### config.mk
export PLATFORM = sky130hd
export DESIGN_NAME = spi_rx_interface_flat
export DESIGN_NICKNAME = d
export VERILOG_FILES = /design/src/rtl/spi_pkg.sv /design/src/rtl/spi_rx_interface_if.sv /design/src/rtl/spi_pin_sync.sv /design/src/rtl/spi_rx_interface.sv /design/src/flat_wrapper.sv
export SDC_FILE = /design/constraint.sdc
export NUM_CORES = 1
export LEC_CHECK = 0
export ABC_AREA = 1
export BUFFER_PORTS_ARGS = -buffer_cell sky130_fd_sc_hd__buf_2
export CAP_MARGIN = 40
export CORE_AREA = 2 2 76 78
export DETAILED_ROUTE_END_ITERATION = 10
export DIE_AREA = 0 0 78 80
export PLACE_DENSITY = 0.77
export SYNTH_ARGS = -nofsm -noshare
export SYNTH_HDL_FRONTEND = slang
export SYNTH_HIERARCHICAL = 1
export SYNTH_SLANG_ARGS = --single-unit
### constraint.sdc
create_clock -name clk -period 1.9 [get_ports clk]
set_clock_uncertainty 0.05 [all_clocks]
set_input_delay 0.475 -clock clk [delete_from_list [all_inputs] [get_ports clk]]
set_output_delay 0.475 -clock clk [all_outputs]
set_load 0.01 [all_outputs]
### src/rtl/spi_pkg.sv
// Shared definitions for the SPI receive path: default frame length, receiver
// state encoding and the counter-width helper.
package spi_pkg;

  localparam int FRAME_BITS_DEFAULT = 24;

  typedef enum logic [1:0] {
    WAIT_IDLE = 2'd0,
    IDLE      = 2'd1,
    RECEIVE   = 2'd2,
    CHECK     = 2'd3
  } rx_state_t;

  // Smallest number of bits able to hold values 0 .. value-1.
  function automatic int clog2(input int value);
    int r;
    r = 0;
    for (int i = 0; i < 32; i++) begin
      if ((1 << r) < value) r = r + 1;
    end
    return r;
  endfunction

endpackage

### src/rtl/spi_rx_interface_if.sv
// Word delivery handshake between the SPI receiver (master modport) and its
// consumer (slave modport).
//
// Handshake: rx_valid rises when a new word is placed on rx_data and holds,
// with rx_data stable, until the first cycle in which rx_ack is high; it then
// drops on the following clock edge. A word loaded in the same cycle as rx_ack
// keeps rx_valid high (the new word is not acknowledged). rx_ack while
// rx_valid is low is ignored.
interface spi_rx_interface_if
  import spi_pkg::*;
#(
  parameter int FRAME_BITS = FRAME_BITS_DEFAULT
);

  logic [FRAME_BITS-1:0] rx_data;
  logic                  rx_valid;
  logic                  rx_ack;

  modport master (output rx_data, output rx_valid, input rx_ack);
  modport slave  (input rx_data, input rx_valid, output rx_ack);

endinterface

### src/rtl/spi_pin_sync.sv
// Multi-stage synchronizer for one asynchronous SPI pin, with optional
// rising/falling edge detection on the synchronized level. All flops reset to
// the bus-idle level (1).
module spi_pin_sync #(
  parameter int STAGES  = 2,
  parameter bit EDGE_EN = 1'b1
) (
  input  logic clk,
  input  logic rst_n,
  input  logic pin,
  output logic level,
  output logic rise,
  output logic fall
);

  logic [STAGES-1:0] chain;

  // synchronizer chain, oldest sample at the top
  always_ff @(posedge clk or negedge rst_n) begin
    if (!rst_n) chain <= '1;
    else        chain <= {chain[STAGES-2:0], pin};
  end

  assign level = chain[STAGES-1];

  generate
    if (EDGE_EN) begin : g_edge
      logic prev;

      // one-cycle delayed copy of the synchronized level for edge detection
      always_ff @(posedge clk or negedge rst_n) begin
        if (!rst_n) prev <= 1'b1;
        else        prev <= level;
      end

      assign rise = level & ~prev;
      assign fall = ~level & prev;
    end else begin : g_no_edge
      assign rise = 1'b0;
      assign fall = 1'b0;
    end
  endgenerate

endmodule

### src/rtl/spi_rx_interface.sv
// SPI slave receiver (mode with spi_clock idle high, data sampled on rising
// spi_clock, MSB first). Pins are oversampled in the clk domain; complete
// frames of exactly FRAME_BITS bits are delivered through rx_bus.
// Optional readback of the previous word on miso: define SPI_RX_MISO_EN.
module spi_rx_interface
  import spi_pkg::*;
#(
  parameter int FRAME_BITS  = FRAME_BITS_DEFAULT,
  parameter int SYNC_STAGES = 2
) (
  input  logic                      clk,
  input  logic                      rst_n,
  input  logic                      spi_clock,
  input  logic                      spi_data,
  input  logic                      cs_n,
  spi_rx_interface_if.master        rx_bus,
  output logic                      frame_error,
  output logic                      overrun,
  output logic                      busy,
  output logic                      miso,
  output rx_state_t                 state_dbg
);

  localparam int CNT_W    = clog2(FRAME_BITS + 2);
  localparam int SETTLE_W = clog2(SYNC_STAGES + 2);
  localparam logic [CNT_W-1:0]    CNT_FULL    = CNT_W'(FRAME_BITS);
  localparam logic [CNT_W-1:0]    CNT_LONG    = CNT_W'(FRAME_BITS + 1);
  localparam logic [SETTLE_W-1:0] SETTLE_DONE = SETTLE_W'(SYNC_STAGES + 1);

  // synchronized pins
  logic sclk_level, sclk_rise, sclk_fall;
  logic cs_level, cs_rise, cs_fall;
  logic mosi, mosi_rise_unused, mosi_fall_unused;

  spi_pin_sync #(.STAGES(SYNC_STAGES), .EDGE_EN(1'b1)) u_sync_sclk (
    .clk(clk), .rst_n(rst_n), .pin(spi_clock),
    .level(sclk_level), .rise(sclk_rise), .fall(sclk_fall)
  );

  spi_pin_sync #(.STAGES(SYNC_STAGES), .EDGE_EN(1'b1)) u_sync_cs (
    .clk(clk), .rst_n(rst_n), .pin(cs_n),
    .level(cs_level), .rise(cs_rise), .fall(cs_fall)
  );

  spi_pin_sync #(.STAGES(SYNC_STAGES), .EDGE_EN(1'b0)) u_sync_mosi (
    .clk(clk), .rst_n(rst_n), .pin(spi_data),
    .level(mosi), .rise(mosi_rise_unused), .fall(mosi_fall_unused)
  );

  logic unused_sigs;
  assign unused_sigs = &{1'b0, sclk_level, sclk_fall, mosi_rise_unused, mosi_fall_unused};

  rx_state_t             state, state_next;
  logic [CNT_W-1:0]      bit_cnt;
  logic [FRAME_BITS-1:0] shift;
  logic [FRAME_BITS-1:0] rx_data_q;
  logic                  rx_valid_q;
  logic [SETTLE_W-1:0]   settle_cnt;
  logic                  settled;
  logic                  start_frame, take_bit, end_frame, good_frame, bad_frame;

  // The synchronizers come out of reset showing the idle level, not the pin.
  // Leaving WAIT_IDLE is held off until the chain has been refilled from the
  // real pin, otherwise a cs_n held low across reset would look like a fresh
  // frame start.
  always_ff @(posedge clk or negedge rst_n) begin
    if (!rst_n)                       settle_cnt <= '0;
    else if (settle_cnt != SETTLE_DONE) settle_cnt <= settle_cnt + 1'b1;
  end

  assign settled = (settle_cnt == SETTLE_DONE);

  // receiver state register
  always_ff @(posedge clk or negedge rst_n) begin
    if (!rst_n) state <= WAIT_IDLE;
    else        state <= state_next;
  end

  // receiver next-state logic
  always_comb begin
    state_next = state;
    case (state)
      WAIT_IDLE: if (settled && cs_level) state_next = IDLE;
      IDLE:      if (cs_fall)             state_next = RECEIVE;
      RECEIVE:   if (cs_rise)             state_next = CHECK;
      CHECK:                              state_next = IDLE;
      default:                            state_next = WAIT_IDLE;
    endcase
  end

  // receiver control decode
  always_comb begin
    start_frame = 1'b0;
    take_bit    = 1'b0;
    end_frame   = 1'b0;
    good_frame  = 1'b0;
    bad_frame   = 1'b0;
    case (state)
      IDLE:    start_frame = cs_fall;
      RECEIVE: begin
        take_bit  = sclk_rise & ~cs_level;
        end_frame = cs_rise;
      end
      CHECK: begin
        good_frame = (bit_cnt == CNT_FULL);
        bad_frame  = (bit_cnt != CNT_FULL);
      end
      default: ;
    endcase
  end

  // frame assembly, length check and word delivery
  always_ff @(posedge clk or negedge rst_n) begin
    if (!rst_n) begin
      bit_cnt     <= '0;
      shift       <= '0;
      busy        <= 1'b0;
      rx_data_q   <= '0;
      rx_valid_q  <= 1'b0;
      frame_error <= 1'b0;
      overrun     <= 1'b0;
    end else begin
      frame_error <= 1'b0;
      overrun     <= 1'b0;
      if (start_frame) begin
        bit_cnt <= '0;
        shift   <= '0;
        busy    <= 1'b1;
      end
      // counter saturates one past full so an over-long frame stays marked long
      if (take_bit && bit_cnt != CNT_LONG) begin
        bit_cnt <= bit_cnt + 1'b1;
        if (bit_cnt < CNT_FULL) shift <= {shift[FRAME_BITS-2:0], mosi};
      end
      if (end_frame) busy <= 1'b0;
      if (good_frame) begin
        rx_data_q  <= shift;
        rx_valid_q <= 1'b1;
        overrun    <= rx_valid_q & ~rx_bus.rx_ack;
      end else if (rx_bus.rx_ack) begin
        rx_valid_q <= 1'b0;
      end
      if (bad_frame) frame_error <= 1'b1;
    end
  end

  assign rx_bus.rx_data  = rx_data_q;
  assign rx_bus.rx_valid = rx_valid_q;
  assign state_dbg       = state;

`ifdef SPI_RX_MISO_EN
  logic [FRAME_BITS-1:0] tx_shift;

  // readback shifter: loads the last accepted word at frame start and advances
  // on each falling spi_clock after the first sampled bit, so the MSB is on
  // miso for the first rising edge
  always_ff @(posedge clk or negedge rst_n) begin
    if (!rst_n) begin
      tx_shift <= '1;
    end else if (start_frame) begin
      tx_shift <= rx_data_q;
    end else if (state == RECEIVE && sclk_fall && bit_cnt != '0) begin
      tx_shift <= {tx_shift[FRAME_BITS-2:0], 1'b1};
    end
  end

  assign miso = (state == RECEIVE) ? tx_shift[FRAME_BITS-1] : 1'b1;
`else
  assign miso = 1'b1;
`endif

endmodule

### src/flat_wrapper.sv
// flat-port wrapper written by rule: the top's interface ports become plain ports
module spi_rx_interface_flat import spi_pkg::*;
#(
  parameter int FRAME_BITS  = FRAME_BITS_DEFAULT,
  parameter int SYNC_STAGES = 2
)
  (clk, rst_n, spi_clock, spi_data, cs_n, frame_error, overrun, busy, miso, state_dbg, rx_bus_rx_data, rx_bus_rx_valid, rx_bus_rx_ack);
  spi_rx_interface_if #(.FRAME_BITS(FRAME_BITS)) rx_bus_i ();
  input  logic clk;
  input  logic rst_n;
  input  logic spi_clock;
  input  logic spi_data;
  input  logic cs_n;
  output logic frame_error;
  output logic overrun;
  output logic busy;
  output logic miso;
  output rx_state_t state_dbg;
  output wire logic [$bits(rx_bus_i.rx_data)-1:0] rx_bus_rx_data;
  output wire logic [$bits(rx_bus_i.rx_valid)-1:0] rx_bus_rx_valid;
  input wire logic [$bits(rx_bus_i.rx_ack)-1:0] rx_bus_rx_ack;
  assign rx_bus_rx_data = rx_bus_i.rx_data;
  assign rx_bus_rx_valid = rx_bus_i.rx_valid;
  assign rx_bus_i.rx_ack = rx_bus_rx_ack;
  spi_rx_interface #(.FRAME_BITS(FRAME_BITS), .SYNC_STAGES(SYNC_STAGES)) u_core (.clk(clk), .rst_n(rst_n), .spi_clock(spi_clock), .spi_data(spi_data), .cs_n(cs_n), .rx_bus(rx_bus_i), .frame_error(frame_error), .overrun(overrun), .busy(busy), .miso(miso), .state_dbg(state_dbg));
endmodule
* Word level (Yosys, flattened, before mapping)
Cells that the tools add are included.
** Word-level totals
- Register bits :: 69
- Input port bits :: 6
- Output and inout port bits :: 31
** Operators by class
- Eq/ne operators :: 11
- Magnitude comparators :: 1
- Muxes and demuxes :: 20
- Add/subtract/negate cells :: 2
- Bitwise gates (word level) :: 9
- Reduce and logical (&&, ||, !) cells :: 7
** Operators with widths (number)
- two-way mux 24 bit :: 3
- two-way mux 1 bit :: 11
- two-way mux 5 bit :: 2
- != test 5 bit (second input constant) :: 2
- one-hot mux 2 bit (4 select lines) :: 1
- == test 2 bit (second input constant) :: 3
- two-way mux 2 bit :: 3
- != test 2 x 1 -> 1 bit (second input constant) :: 3
- nonzero test 2 bit :: 3
- adder 5 x 1 -> 5 bit (second input constant) :: 1
- AND 1 bit :: 5
- == test 5 bit (second input constant) :: 1
- less-than comparator 5 bit (second input constant) :: 1
- inverter 1 bit :: 4
- AND reduction 3 bit :: 1
- adder 2 x 1 -> 2 bit (second input constant) :: 1
- == test 2 x 1 -> 1 bit (second input constant) :: 1
- logical AND 1 bit :: 2
- logical NOT 2 bit :: 1
- != test 2 bit (second input constant) :: 1

* Longest topological paths before layout
Gate-level depths: netlist (run 1).
- Depth after elaboration :: 6
- Gate-level depth with buffers :: 9

* Modules after synthesis
The synthesis (run 1) kept the hierarchy.
** By module, submodules not included
- spi_rx_interface :: area an instance 2655.0 sq um, times used 1, cells each 301, sequential area each 1526.5 sq um
- spi_pin_sync (u_core.u_sync_cs ...) :: area an instance 93.8 sq um, times used 2, cells each 7, sequential area each 78.8 sq um
- spi_pin_sync (u_core.u_sync_mosi) :: area an instance 71.3 sq um, times used 1, cells each 5, sequential area each 52.6 sq um

* Least setup slack after synthesis (run 1)
OpenSTA, ideal clock, no wires.
- Kind :: register -> register
- Start point :: register u_core.state[0], in the netlist u_core/state_dbg[0]
- End point :: register u_core.shift[0]
- Data required time :: 1.724 ns
- Arrival :: 1.339 ns
- Library setup time :: 0.126 ns
- Stages on the path, launching flop included :: 8
- Setup slack :: 0.385 ns
- Period minus slack after synthesis :: 1.515 ns
- Cell sequence :: dfrtp_1 > inv_1 > ha_1 > nand3_1 > nor2_1 > buf_2 > buf_4 > o21ai_0
** On the way
- Longest elaborated chain between the ends :: 5
** RTL lines
- from (decl) :: line spi_rx_interface.sv:53 : rx_state_t state, state_next;
- from (signal assigned) :: line spi_rx_interface.sv:76 : else state <= state_next;
- == test 2 x 1 -> 1 bit :: line spi_rx_interface.sv:98 : case (state)
- two-way mux 1 bit :: line spi_rx_interface.sv:98
- two-way mux 24 bit :: line spi_rx_interface.sv:125 : if (start_frame) begin
- two-way mux 24 bit :: line spi_rx_interface.sv:133 : if (bit_cnt < CNT_FULL) shift <= {shift[FRAME_BITS-2:0], mosi};
- two-way mux 24 bit (*) :: line spi_rx_interface.sv:131 : if (take_bit && bit_cnt != CNT_LONG) begin
- to (signal assigned) :: line spi_rx_interface.sv:133
- to (decl) :: line spi_rx_interface.sv:55 : logic [FRAME_BITS-1:0] shift;
Every way passes the cells marked *; elsewhere a longest branch is shown, timed or not.
A chain may end at the register's enable or synchronous reset.

* Worst setup path in the final report (run 1)
- Start point :: register u_core.state[0], in the netlist u_core/state_dbg[0]
- End point :: register u_core.shift[19]
Same word-level chain as after synthesis.

==> impl_metrics.py, run 1 <==
metrics = {
    "outcome": {
        "outcome": "completed",
    },
    "final_layout": {
        "area_growth_pct": 16.7,
        "stdcell_area_um2": 3370,
        "n_antenna_cell": 0,
        "fin_nets": 365,
        "drive_gt1_share_pct": 19.4,
        "nFillCells": 449,
    },
    "power": {
        "clkPwrFrac_pct": 38.0,
        "switching_share_pct": 26.6,
        "cellPowerDensity_nw_per_um2": 1030,
        "max-vdd-ir-drop_mv": 0.697,
        "seqPwrFrac_pct": 46.8,
        "p_comb_share_pct": 15.1,
        "cellLeakagePower_nw": 1.84,
        "intPower_mw": 2.55,
        "total_power_mw": 3.48,
        "p_sw_mw": 0.926,
    },
    "grt": {
        "grt_pass1_wl_um": 8740,
        "grt_max_degree": 70,
        "grt_pass1_vias": 2010,
        "grt_usage_pct": 18.2,
        "overflow": 0,
        "antenna_found_initial": 0,
    },
    "drt": {
        "wl_per_cell_um": 11.8,
        "vias": 2100,
        "final_antenna_net_count": 0,
        "routed_wl_um": 5070,
        "first_pass_iters": 5,
        "first_iter_violations": 108,
        "vias_per_cell": 4.91,
        "drc": 0,
    },
    "sta": {
        "fin_crit_ns": 1.56,
        "rsz0062_at_grt": "false",
        "max_freq_mhz": 639,
        "setup_viol_count_final": 0,
        "slew_violations": 0,
        "fin_setup_tns_ns": 0,
        "finalCritPeriodShare_pct": 82.3,
        "hold_viol": 0,
        "worst_slack_ns": 0.336,
    },
    "clock_network": {
        "clock_sinks": 69,
        "clk_latency_ns": 0.33,
        "root_buffer": "clkbuf_8",
        "post_cts_buffers": 0,
        "cts_tree": "built",
        "cts_resized": 0,
        "ctsLongestPathBuffers": 2,
        "cts_max_level": 3,
        "cts_inserted_buffers": 9,
        "clkTransAtPathRegs_ns": 0.07,
        "hold_buffers": 0,
    },
    "floorplanning": {
        "num_rows": 27,
        "coreArea_um2": 5410,
        "die_h_um": 80,
        "io-pin-count": 37,
        "die_w_um": 78,
        "die_area_um2": 6240,
        "initial_core_util_pct": 53.4,
    },
    "placement": {
        "dp_hpwl_um": 3240,
        "gp_congestion": 0.773,
        "place_area_um2": 3140,
        "port_buffers": 35,
        "pre_cts_slack_ns": 0.360,
    },
    "synthesis": {
        "syn-num-nets": 329,
        "netlist_area_um2": 2890,
        "synth_area_per_cell_um2": 9.17,
        "ys_warn_count": 6,
        "netlist_instances": 315,
    },
    "worst_setup_path": {
        "end_kind": "register",
        "setup.worst_path.class": "register to register",
        "critPathCapture": "u_core/shift[19]",
        "critPathMaxFanout": 48,
        "r2r_setup_slack_ns": 0.34,
        "arrival_ns": 1.76,
        "r2r_start": "u_core/state_dbg[0]",
        "ff2ff_path_depth": 7,
        "required_ns": 2.10,
        "start_kind": "register",
        "rr_endpoint": "u_core/shift[19]",
        "worstSetupStartpoint": "u_core/state_dbg[0]",
    },
    "hold_path": {
        "hp-class": "input pin to async pin",
    },
    "job": {
        "drv_cap": 0,
    },
}
-- layer usage --
layer / part of all wire (%) / global-route usage [%] / vias to the layer above
met5: 0 / 0 / -
met4: 2.6 / 10.7 / 0
met3: 4.3 / 3.28 / 13
met2: 47 / 30.2 / 55
met1: 46 / 22.4 / 972
li1: - / - / 1060
-- worst min path at each step --
stage	startpoint	to	slack, ns
after CTS	rst_n	u_core/busy	0.11
final	rst_n	u_core/settle_cnt[1]	0.09
after global routing	rst_n	u_core/shift[0]	0.14
after detailed placement	u_core/u_sync_cs/chain[0]	u_core/u_sync_cs/chain[1]	0.30
after floorplan	rst_n	u_core/bit_cnt[0]	0.13
after global placement	u_core/u_sync_sclk/chain[0]	u_core/u_sync_sclk/chain[1]	0.30
-- stage by stage --
step | instances | util (%) | hold slack (ns)
finish | 428 | 62.4 | 0.0938
global route | 428 | 62.4 | 0.136
CTS | 428 | 62.4 | 0.107
detailed placement | 412 | 58.2 | 0.297
global placement | 412 | 58.2 | 0.295
floorplan | 315 | - | 0.129
-- worst max-delay path: stages, from the launching register on --
cell and delay, ns:
dfrtp_1 0.43, inv_1 0.11, ha_1 0.22, nand3_1 0.12, nor2_2 0.15, buf_12 0.21, nand2_1 0.08, o21ai_0 0.08
-- power by group through the flow --
stage,Clock [mW],Combinational (mW),Sequential [mW]
after floorplan,0,0.314,1.66
after global placement,0,0.506,1.65
after detailed placement,0,0.519,1.65
after CTS,1.36,0.529,1.63
after global routing,1.42,0.596,1.64
final,1.32,0.527,1.63
-- cell usage in the layout (no fill, tap or decap) --
cell / n
xor2_1: 1
nor2_1: 6
nor3_4: 1
inv_1: 23
nand4_1: 2
clkinvlp_4: 1
buf_12: 3
xnor2_1: 1
clkbuf_8: 11
nand2_2: 1
nand2_4: 1
clkbuf_1: 2
nand3_1: 33
nor2_2: 1
conb_1: 1
ha_1: 8
nand2_1: 122
bufinv_16: 2
dfrtp_1: 61
mux2_2: 1
o21ai_0: 27
buf_4: 4
buf_2: 35
dfstp_2: 8
-- layout make-up --
type	count	area, um^2	area share (%)
clock buffers	13	159	4.71
clock inverters	3	67.6	2.00
inverters	23	86.3	2.56
multi-input cells	206	966	28.7
flip-flops and latches	69	1740	51.5
well taps	72	90.1	2.67
repair buffers	42	265	7.87
-- state kept, by name, summed over array words and instances (netlist names) --
name / flops
u_core/state_dbg: 2
u_core/busy: 1
u_core/rx_bus.rx_data: 24
u_core/u_sync_mosi/chain: 2
u_core/settle_cnt: 2
u_core/rx_bus.rx_valid: 1
u_core/u_sync_cs/chain: 2
u_core/bit_cnt: 5
u_core/u_sync_sclk/g_edge.prev: 1
u_core/frame_error: 1
u_core/u_sync_sclk/chain: 2
u_core/shift: 24
u_core/overrun: 1
u_core/u_sync_cs/g_edge.prev: 1
(Power assumes the default switching activity.)
==> inputs of run 2 (changes only) <==
clock period = 1.5 ns   (was 1.9 ns; I/O delays follow)
==> run 2 against run 1 <==
Compared with the run above:
- the run now ends with setup timing left
- non-clock buffer count is 19 higher
- cell area is 12% higher
- critical path depth is 1 higher
- clock power is 30% higher
- sequential share of layout area is 5.4 points lower
- setup slack worse by 0.34 ns
- die area stayed put
- cell count is 4.7% higher
- register-to-register slack worse by 0.34 ns
- fmax is 3.9% higher
- highest routed layer unchanged
==> impl_metrics.py, run 2 (synthesized netlist as in run 1, its figures left out) <==
metrics = {
    "outcome": {
        "outcome": "complete, but fails checks",
        "violations": "setup timing",
    },
    "grt": {
        "grt_max_degree": 70,
        "grt_pass1_wl_um": 9380,
        "grt_pass1_vias": 2158,
        "grt_usage_pct": 19.4,
        "antenna_found_initial": 0,
        "overflow": 0,
    },
    "placement": {
        "gp_congestion": 0.848,
        "port_buffers": 35,
        "pre_cts_slack_ns": -0.0363,
        "dp_hpwl_um": 3320,
    },
    "hold_path": {
        "holdPathStages": 1,
        "hp-class": "input pin to register",
        "hp-start": "spi_data",
        "holdPathEnd": "u_core/u_sync_mosi/chain[0]",
    },
    "worst_setup_path": {
        "path_cells": "inv_2 > ha_4 > nand3_4 > nor2_4 > buf_12 > buf_6 > nand2_1 > o21ai_0",
        "slowest_stage": "dfrtp_1",
        "r2r_setup_slack_ns": -0.006,
        "critPathMaxFanout": 7,
        "arrival_ns": 1.71,
        "ff2ff_path_depth": 8,
        "end_kind": "register",
        "max_stage_delay_ns": 0.43,
        "setup.worst_path.class": "register to register",
        "critPathBufInv": 3,
        "crit_family": "flip-flops",
        "rr_endpoint": "u_core/shift[0]",
        "required_ns": 1.70,
        "r2r_start": "u_core/state_dbg[0]",
        "start_kind": "register",
    },
    "power": {
        "cellPowerDensity_nw_per_um2": 1270,
        "cellLeakagePower_nw": 2.01,
        "max-vdd-ir-drop_mv": 1.01,
    },
    "clock_network": {
        "cts_tree": "built",
        "ctsLongestPathBuffers": 2,
        "clk_latency_ns": 0.34,
        "cts_max_level": 3,
        "clkTransAtPathRegs_ns": 0.08,
        "clock_sinks": 69,
        "root_buffer": "clkbuf_8",
        "cts_inserted_buffers": 9,
    },
    "floorplanning": {
        "num_rows": 27,
        "die_area_um2": 6240,
        "initial_core_util_pct": 53.4,
        "io-pin-count": 37,
        "die_h_um": 80,
        "coreArea_um2": 5410,
        "die_w_um": 78,
    },
    "drt": {
        "routed_wl_um": 6420,
        "vias_per_cell": 5.17,
        "first_iter_violations": 197,
        "final_antenna_net_count": 0,
        "drc": 0,
        "wl_per_cell_um": 14.3,
        "first_pass_iters": 4,
        "vias": 2314,
    },
    "final_layout": {
        "utilization_pct": 69.7,
        "fin_nets": 385,
        "area_growth_pct": 30.4,
        "drive_gt1_share_pct": 31.1,
        "most-common-layout-cells": "nand2_1, dfrtp_1, buf_2",
        "n_antenna_cell": 0,
        "final_common_cell": "nand2_1",
    },
    "sta": {
        "setup_viol_count_final": 2,
        "worst_slack_ns": -0.00594,
        "max_freq_mhz": 664,
        "slew_violations": 0,
        "fin_crit_ns": 1.51,
        "rsz0062_at_grt": "true",
        "finalCritPeriodShare_pct": 100,
        "hold_viol": 0,
    },
    "job": {
        "drv_cap": 0,
    },
}
==> run 2: cell types whose count changed in the layout (fill, tap and decap cells not counted), sizes merged <==
cell and change:
buf +13, clkbuf +3, inv +1, nand2 +1, dlygate4sd3 +1, clkinv +1
==> run 2: worst max-delay path by stage <==
stage / from / to / slack [ns] / depth (start not counted)
2_1_floorplan: u_core/bit_cnt[0] / u_core/rx_bus.rx_data[15] / 0.006 / 8
3_3_place_gp: u_core/state_dbg[0] / u_core/shift[21] / -0.005 / 6
3_5_place_dp: u_core/state_dbg[0] / u_core/shift[20] / -0.04 / 6
4_1_cts: u_core/bit_cnt[0] / u_core/rx_bus.rx_data[16] / -0.001 / 7
5_1_grt: u_core/state_dbg[0] / u_core/shift[1] / -0.06 / 8
6_report: u_core/state_dbg[0] / u_core/shift[0] / -0.006 / 8
==> run 2: what timing repair did <==
action | CTS | global route
hold buffers | 1 | 0
hold endpoints to repair | 31 | 0
pin swaps | 0 | 6
gates cloned | 0 | 7
setup buffers | 0 | 7
gates resized for setup | 5 | 49
setup endpoints to repair | 25 | 54
==> run 2: layout make-up <==
type	count	area, um^2
Inverter	23	86.3
Tap cell	72	90.1
Multi-Input combinational cell	207	1080
Fill cell	404	1640
Clock inverter	5	81.3
Timing Repair Buffer	61	541
Sequential cell	69	1740
Clock buffer	11	151
==> run 2: power by group <==
part	switching, mW	internal, mW
logic	0.573	0.427
clock network	0.693	1.03
registers	0.0880	1.97
total	1.35	3.43
==> run 2: routing by layer <==
layer  part of all wire (%)  wire (um)  global-route usage (%)  vias up
met4                    1.4         91                    8.42        0
met2                     51       3300                    33.0       73
met1                     41       2650                    23.3     1122
li1                       -          -                       -     1111
met5                      0          0                       0        -
met3                    5.8        374                    4.98        8
==> run 2: worst register-to-register path, stage by stage (launching register included) <==
cell and delay, ns:
dfrtp_1 0.43, inv_2 0.11, ha_4 0.16, nand3_4 0.10, nor2_4 0.14, buf_12 0.15, buf_6 0.13, nand2_1 0.07
o21ai_0 0.09
==> run 2: stage by stage <==
step           cells  setup TNS, ns  total power [mW]  cell area, um^2  hold slack (ns)
6_report         448        -0.0105              4.78             3760           0.0711
2_1_floorplan    315              0              2.51             2890           0.0294
3_3_place_gp     417       -0.00514              2.77             3180            0.296
4_1_cts          434       -0.00138              4.54             3440           0.0509
5_1_grt          448         -0.433              5.04             3760           0.0554
3_5_place_dp     417         -0.288              2.80             3180            0.298
